File: config.mk
export PLATFORM = sky130hd
export DESIGN_NAME = mux_capture_fifo
export DESIGN_NICKNAME = d
export VERILOG_FILES = /design/src/rtl/mux_capture_fifo.sv
export SDC_FILE = /design/constraint.sdc
export NUM_CORES = 1
export LEC_CHECK = 0
export ABC_CLOCK_PERIOD_IN_PS = 5900
export CAP_MARGIN = 0
export CORE_ASPECT_RATIO = 1.4
export CORE_MARGIN = 2
export CORE_UTILIZATION = 59
export DETAILED_ROUTE_END_ITERATION = 8
export GPL_TIMING_DRIVEN = 0
export PLACE_DENSITY = 0.81
export SETUP_SLACK_MARGIN = 0.15
export SYNTH_ARGS = -nofsm -noshare
export SYNTH_HDL_FRONTEND = slang
export SYNTH_SLANG_ARGS = --single-unit
File: constraint.sdc
create_clock -name CLOCK_50 -period 5.9 [get_ports CLOCK_50]
set_input_delay 1.18 -clock CLOCK_50 [delete_from_list [all_inputs] [get_ports CLOCK_50]]
set_output_delay 1.18 -clock CLOCK_50 [all_outputs]
set_load 0.01 [all_outputs]
File: src/rtl/mux_capture_fifo.sv
// mux_capture_fifo
//   Captures {s, M} from an upstream 2:1 nibble mux into a small FIFO on a
//   debounced press of push_n, and discards the head entry on a debounced
//   press of pop_n. The head entry and the occupancy are shown on the board.
//
// Ports
//   CLOCK_50  in   1   system clock, rising edge
//   Resetn    in   1   asynchronous active-low reset
//   M         in   4   nibble selected by the upstream mux
//   s         in   1   select bit that produced M (stored as a tag)
//   push_n    in   1   capture button, active-low, raw and bouncy
//   pop_n     in   1   discard-head button, active-low, raw and bouncy
//   HEX0      out  7   active-low seven-segment (bit6=g .. bit0=a) of head nibble
//   LEDR      out  10  [3:0] head data, [4] head tag, [7:5] count, [8] full, [9] empty
module mux_capture_fifo #(
  parameter int DEPTH           = 4,
  parameter int DEBOUNCE_CYCLES = 16
) (
  input  logic       CLOCK_50,
  input  logic       Resetn,
  input  logic [3:0] M,
  input  logic       s,
  input  logic       push_n,
  input  logic       pop_n,
  output logic [6:0] HEX0,
  output logic [9:0] LEDR
);

  localparam int AW  = $clog2(DEPTH);
  localparam int CW  = $clog2(DEPTH + 1);
  localparam int DBW = $clog2(DEBOUNCE_CYCLES + 1);
  // Count view for LEDR[7:5]; widened so small DEPTH values still fill 3 bits.
  localparam int LW  = (CW > 3) ? CW : 3;

  localparam logic [DBW-1:0] DB_LAST  = DBW'(DEBOUNCE_CYCLES - 1);
  localparam logic [CW-1:0]  FULL_CNT = CW'(DEPTH);
  localparam logic [6:0]     SEG_DASH = 7'b0111111;

  // Active-low hex digit decode, segment order g..a.
  function automatic logic [6:0] seg7(input logic [3:0] v);
    logic [6:0] r;
    case (v)
      4'h0:    r = 7'b1000000;
      4'h1:    r = 7'b1111001;
      4'h2:    r = 7'b0100100;
      4'h3:    r = 7'b0110000;
      4'h4:    r = 7'b0011001;
      4'h5:    r = 7'b0010010;
      4'h6:    r = 7'b0000010;
      4'h7:    r = 7'b1111000;
      4'h8:    r = 7'b0000000;
      4'h9:    r = 7'b0010000;
      4'hA:    r = 7'b0001000;
      4'hB:    r = 7'b0000011;
      4'hC:    r = 7'b1000110;
      4'hD:    r = 7'b0100001;
      4'hE:    r = 7'b0000110;
      4'hF:    r = 7'b0001110;
      default: r = SEG_DASH;
    endcase
    return r;
  endfunction

  // Index 0 = push button, index 1 = pop button.
  logic [1:0]     btn_n_s;
  logic [1:0]     sync1_q, sync2_q;
  logic [1:0]     deb_q, deb_d;
  logic [1:0]     press_q, press_d;
  logic [DBW-1:0] dcnt_q [2];
  logic [DBW-1:0] dcnt_d [2];

  logic [4:0]     mem_q [DEPTH];
  logic [AW-1:0]  wr_ptr_q, wr_ptr_d;
  logic [AW-1:0]  rd_ptr_q, rd_ptr_d;
  logic [CW-1:0]  count_q, count_d;
  logic           full_s, empty_s, do_push_s, do_pop_s;
  logic [4:0]     head_s, led_head_s;
  logic [LW-1:0]  cnt_led_s;

  assign btn_n_s = {pop_n, push_n};

  // Debounce next state: the accepted level only moves after a full run of
  // DEBOUNCE_CYCLES disagreeing cycles; a press pulse marks each 1->0 move.
  always_comb begin
    for (int i = 0; i < 2; i++) begin
      deb_d[i]  = deb_q[i];
      dcnt_d[i] = {DBW{1'b0}};
      if (sync2_q[i] == deb_q[i]) begin
        dcnt_d[i] = {DBW{1'b0}};
      end else if (dcnt_q[i] == DB_LAST) begin
        deb_d[i]  = sync2_q[i];
        dcnt_d[i] = {DBW{1'b0}};
      end else begin
        dcnt_d[i] = dcnt_q[i] + DBW'(1);
      end
      press_d[i] = deb_q[i] & ~deb_d[i];
    end
  end

  // Synchronizer, debounce and press-pulse registers.
  always_ff @(posedge CLOCK_50 or negedge Resetn) begin
    if (!Resetn) begin
      sync1_q <= 2'b11;
      sync2_q <= 2'b11;
      deb_q   <= 2'b11;
      press_q <= 2'b00;
      for (int i = 0; i < 2; i++) dcnt_q[i] <= {DBW{1'b0}};
    end else begin
      sync1_q <= btn_n_s;
      sync2_q <= sync1_q;
      deb_q   <= deb_d;
      press_q <= press_d;
      for (int i = 0; i < 2; i++) dcnt_q[i] <= dcnt_d[i];
    end
  end

  assign full_s   = (count_q == FULL_CNT);
  assign empty_s  = (count_q == {CW{1'b0}});
  assign do_pop_s = press_q[1] & ~empty_s;
  // A push while full is still taken when a pop frees the head slot this cycle.
  assign do_push_s = press_q[0] & (~full_s | do_pop_s);

  // FIFO pointer and occupancy next state; pointers wrap naturally (DEPTH is 2^AW).
  always_comb begin
    wr_ptr_d = wr_ptr_q;
    rd_ptr_d = rd_ptr_q;
    count_d  = count_q;
    if (do_push_s) begin
      wr_ptr_d = wr_ptr_q + AW'(1);
    end else begin
      wr_ptr_d = wr_ptr_q;
    end
    if (do_pop_s) begin
      rd_ptr_d = rd_ptr_q + AW'(1);
    end else begin
      rd_ptr_d = rd_ptr_q;
    end
    case ({do_push_s, do_pop_s})
      2'b10:   count_d = count_q + CW'(1);
      2'b01:   count_d = count_q - CW'(1);
      default: count_d = count_q;
    endcase
  end

  // FIFO control registers.
  always_ff @(posedge CLOCK_50 or negedge Resetn) begin
    if (!Resetn) begin
      wr_ptr_q <= {AW{1'b0}};
      rd_ptr_q <= {AW{1'b0}};
      count_q  <= {CW{1'b0}};
    end else begin
      wr_ptr_q <= wr_ptr_d;
      rd_ptr_q <= rd_ptr_d;
      count_q  <= count_d;
    end
  end

  // Entry storage; contents are never reset because empty_s masks them.
  always_ff @(posedge CLOCK_50) begin
    if (do_push_s) begin
      mem_q[wr_ptr_q] <= {s, M};
    end
  end

  assign head_s    = mem_q[rd_ptr_q];
  assign cnt_led_s = LW'(count_q);

  // Display decode straight from registered state so updates show one cycle after a pulse.
  always_comb begin
    if (empty_s) begin
      led_head_s = 5'b00000;
      HEX0       = SEG_DASH;
    end else begin
      led_head_s = head_s;
      HEX0       = seg7(head_s[3:0]);
    end
    LEDR = {empty_s, full_s, cnt_led_s[2:0], led_head_s};
  end

endmodule

==> metrics.md <==
| Metric | Value |
|---|---|
| Hpwl dp | `3216 µm` |
| Clock Skew | `0.006950 ns` |
| Final total power | `527.3 µW` |
| Routed vias | `1439` |
| Post-CTS Hold Buffers | `0` |
| Fin Hold WS | `0.3576 ns` |
| Setup Slack @ Placement | `2.211 ns` |
| CP Data Required Time | `4.72 ns` |
| Routed length per instance | `16.21 µm` |
| Register area share after synthesis | `55.42%` |
| Die area | `4287 µm²` |
| H-tree depth | `2` |
| Setup TNS | `0 ns` |
| Fill cell count | `265` |
| Final worst path period need | `4.002 ns` |
| Chip Height | `76.68 µm` |
| Power per cell area | `202.0 nW/µm²` |
| Ports | `26` |
| Worst skew pair latency | `0.29 ns` |
| Startpoint Class | `register` |
| Synth Warn # | `0` |
| Overall Global Routing Usage | `21.18%` |
| Ys flop type | `edfxtp_1` |
| CTS resizes | `0` |
| Bufs on Longest Clock Path | `2` |
| # DRC | `0` |
| Dpl cells | `244` |
| Final setup vio count | `0` |
| Setup Buffers After CTS | `0` |
| Antenna diodes | `0` |
| VDD IR-drop max | `202.3 µV` |
| MaxCap Viol Count | `0` |
| Buffers added on ports | `25` |
| Vias/cell | `5.710` |
| Post-synth EDFFs | `20` |
| Syn_area_per_cell | `12.58 µm²` |
| Max Freq | `249.8 MHz` |
| Leak Pwr | `0.001068 µW` |
| Placer Congestion | `0.8959` |
| Global route overflow | `0` |
| # rows | `26` |
| Final Non-Filler Cells | `252` |
| Area grow syn2layout | `17.26%` |
| Largest net degree at the start of global routing | `26` |
| Critical path fanouts, max | `7` |
| CTS Buf Count | `5` |
| Mapped Nets | `199` |
| Syn Inst Count | `177` |
| Die Span X | `55.91 µm` |
| Hold Crit Class | `reg -> reg` |
| Reg2reg start | `cnt_led_s[2]` |
| Final Max Tran Viols | `0` |
| CTS root buffer | `clkbuf_8` |
| Vias in the first global route | `1557` |
| Asr flop ratio synth | `55.56%` |
| #FFs+latches synth | `45` |
| NumNets Final | `231` |
| CTS tree | `yes` |
| Unrepaired setup endpoints after global routing | `no` |
| DRT iter0 DRCs | `29` |
| Status | `finished, final reports clean` |
| Post-DRT Antenna Nets | `0` |
| CTS Sinks | `45` |
| Worst slew margin | `30.05%` |
| Core Footprint | `3643 µm²` |
| Crit path launch | `rd_ptr_q[0]` |
| First-pass GRT wire length | `6975 µm` |
| Actual slew at the worst max-slew pin | `1.046 ns` |
| Critical path class | `reg -> out` |
| Share of cells above drive strength 1 | `12.38%` |
| Worst Slack Setup Final | `1.898 ns` |
| Crit path DAT | `2.82 ns` |
| Worst reg2reg setup slack | `3.36 ns` |
| Mapped Area | `2226 µm²` |
| Clk pin slew, worst setup/hold paths | `0.08 ns` |
| Worst r2r path cells | `8` |
| CP endpoint | `HEX0[5]` |
| Initial antenna violation count | `0` |
| Final hold violations | `0` |
| DRT Pass-1 Iters | `4` |
| Starting Density | `61.09%` |
| Tcrit/Tclk final | `67.84%` |
| End of the worst register-to-register path | `cnt_led_s[2]` |
| Crit end category | `output pin` |
| Synth unique cells | `42` |
| Routed WL | `4084 µm` |
==> where the power goes <==
group          switching (µW)  internal, µW  total, µW
clock                    92.6          79.7        172
combinational            9.19          8.79       18.0
sequential               3.79           333        337
==> logic make-up (layout without fill, tap and decap cells) <==
group / Yosys count / in the layout / synth area share, %
DFF: 45 / 45 / 55.42
xor gates and xnor gates: 10 / 10 / 3.935
AOI/OAI and AO/OA: 26 / 26 / 7.420
and+or+nand+nor: 50 / 50 / 11.75
muxes: 13 / 13 / 9.387
buffers and inverters: 20 / 53 / 4.440
adders and majority gates: 13 / 13 / 7.645
==> layer usage <==
| layer | vias up | part of all wire (%) | GRT usage [%] |
|---|---|---|---|
| met2 | 40 | 60 | 40.60 |
| met4 | 0 | 3.2 | 11.43 |
| met3 | 14 | 3.4 | 2.698 |
| met5 | - | 0 | 0 |
| met1 | 700 | 34 | 21.64 |
| li1 | 685 | - | - |
==> stage by stage <==
step           area [µm²]  utilization [%]
4_1_cts              2610            71.63
3_3_place_gp         2529            69.40
6_report             2610            71.63
3_5_place_dp         2529            69.40
5_1_grt              2610            71.63
2_1_floorplan        2226                -
==> cells in the mapped netlist, types with 2 or more instances <==
master / number / share of area, %
and2_1: 8 / 2.2
o22ai_1: 2 / 0.56
edfxtp_1: 20 / 27
nand2b_1: 2 / 0.56
nor4b_1: 2 / 0.79
nand3_1: 5 / 1.1
mux4_2: 2 / 2.0
a21oi_1: 6 / 1.3
dfrtp_1: 19 / 21
o211ai_1: 4 / 1.3
nand2_1: 8 / 1.3
nor3_1: 2 / 0.45
ha_1: 12 / 6.7
mux2_2: 3 / 1.5
dfstp_2: 6 / 7.1
buf_6: 2 / 1.0
mux4_1: 3 / 3.5
or2_2: 2 / 0.56
buf_4: 2 / 0.67
xor2_1: 5 / 2.0
o21ai_0: 6 / 1.3
clkbuf_1: 4 / 0.67
inv_1: 11 / 1.9
o21ai_1: 2 / 0.45
nor2b_1: 2 / 0.56
mux2i_1: 4 / 1.8
xnor2_1: 5 / 2.0
nor2_1: 14 / 2.4
==> critical path: stages (launching register included) <==
cell	delay, ns
dfrtp_1	0.35
buf_6	0.15
mux4_1	0.65
inv_1	0.19
ha_1	0.28
mux2_1	0.17
nand2_1	0.07
o311ai_1	0.09
clkdlybuf4s50_1	0.58
==> sequential cells by signal, indices dropped and copies added (netlist names) <==
signal     flops
mem_q         20
dcnt_q        10
cnt_led_s      3
deb_q          2
press_q        2
rd_ptr_q       2
sync1_q        2
sync2_q        2
wr_ptr_q       2
==> worst min-delay path by stage <==
stage                     from  slack (ns)    endpoint  cells after the start
detailed placement  sync1_q[1]        0.35  sync2_q[1]                      0
global route        sync1_q[1]        0.36  sync2_q[1]                      0
floorplan           sync1_q[0]        0.35  sync2_q[0]                      0
global placement    sync1_q[0]        0.35  sync2_q[0]                      0
finish              sync1_q[0]        0.36  sync2_q[0]                      0
CTS                 sync1_q[1]        0.36  sync2_q[1]                      0
==> final cells by class <==
cell class / count / area, µm² / area share, %
buffer: 9 / 57.56 / 2.205
clock buffer: 5 / 68.82 / 2.637
clock inverter: 3 / 12.51 / 0.4794
inverter: 11 / 41.29 / 1.582
multi-input combinational: 112 / 893.4 / 34.23
sequential: 45 / 1234 / 47.27
tap: 42 / 52.55 / 2.013
timing repair buffer: 25 / 250.2 / 9.588
==> layout by cell type, fill, tap and decap left out, types with 2 or more instances in the layout <==
| cell type | Yosys | routed |
|---|---|---|
| o22ai_1 | 2 | 2 |
| clkbuf_1 | 4 | 4 |
| clkdlybuf4s50_1 | 0 | 25 |
| nand2b_1 | 2 | 2 |
| a21oi_1 | 6 | 6 |
| ha_1 | 12 | 12 |
| buf_4 | 2 | 2 |
| nor3_1 | 2 | 2 |
| mux4_2 | 2 | 2 |
| clkbuf_8 | 0 | 5 |
| nor2b_1 | 2 | 2 |
| edfxtp_1 | 20 | 20 |
| nor4b_1 | 2 | 2 |
| nor2_1 | 14 | 14 |
| and2_1 | 8 | 8 |
| xor2_1 | 5 | 5 |
| xnor2_1 | 5 | 5 |
| clkinv_1 | 0 | 2 |
| o211ai_1 | 4 | 4 |
| buf_6 | 2 | 2 |
| dfrtp_1 | 19 | 19 |
| mux4_1 | 3 | 3 |
| o21ai_1 | 2 | 2 |
| mux2_2 | 3 | 3 |
| o21ai_0 | 6 | 6 |
| or2_2 | 2 | 2 |
| nand2_1 | 8 | 8 |
| mux2i_1 | 4 | 4 |
| dfstp_2 | 6 | 6 |
| nand3_1 | 5 | 5 |
| inv_1 | 11 | 11 |
No activity file was read; power rests on OpenSTA's default activity.
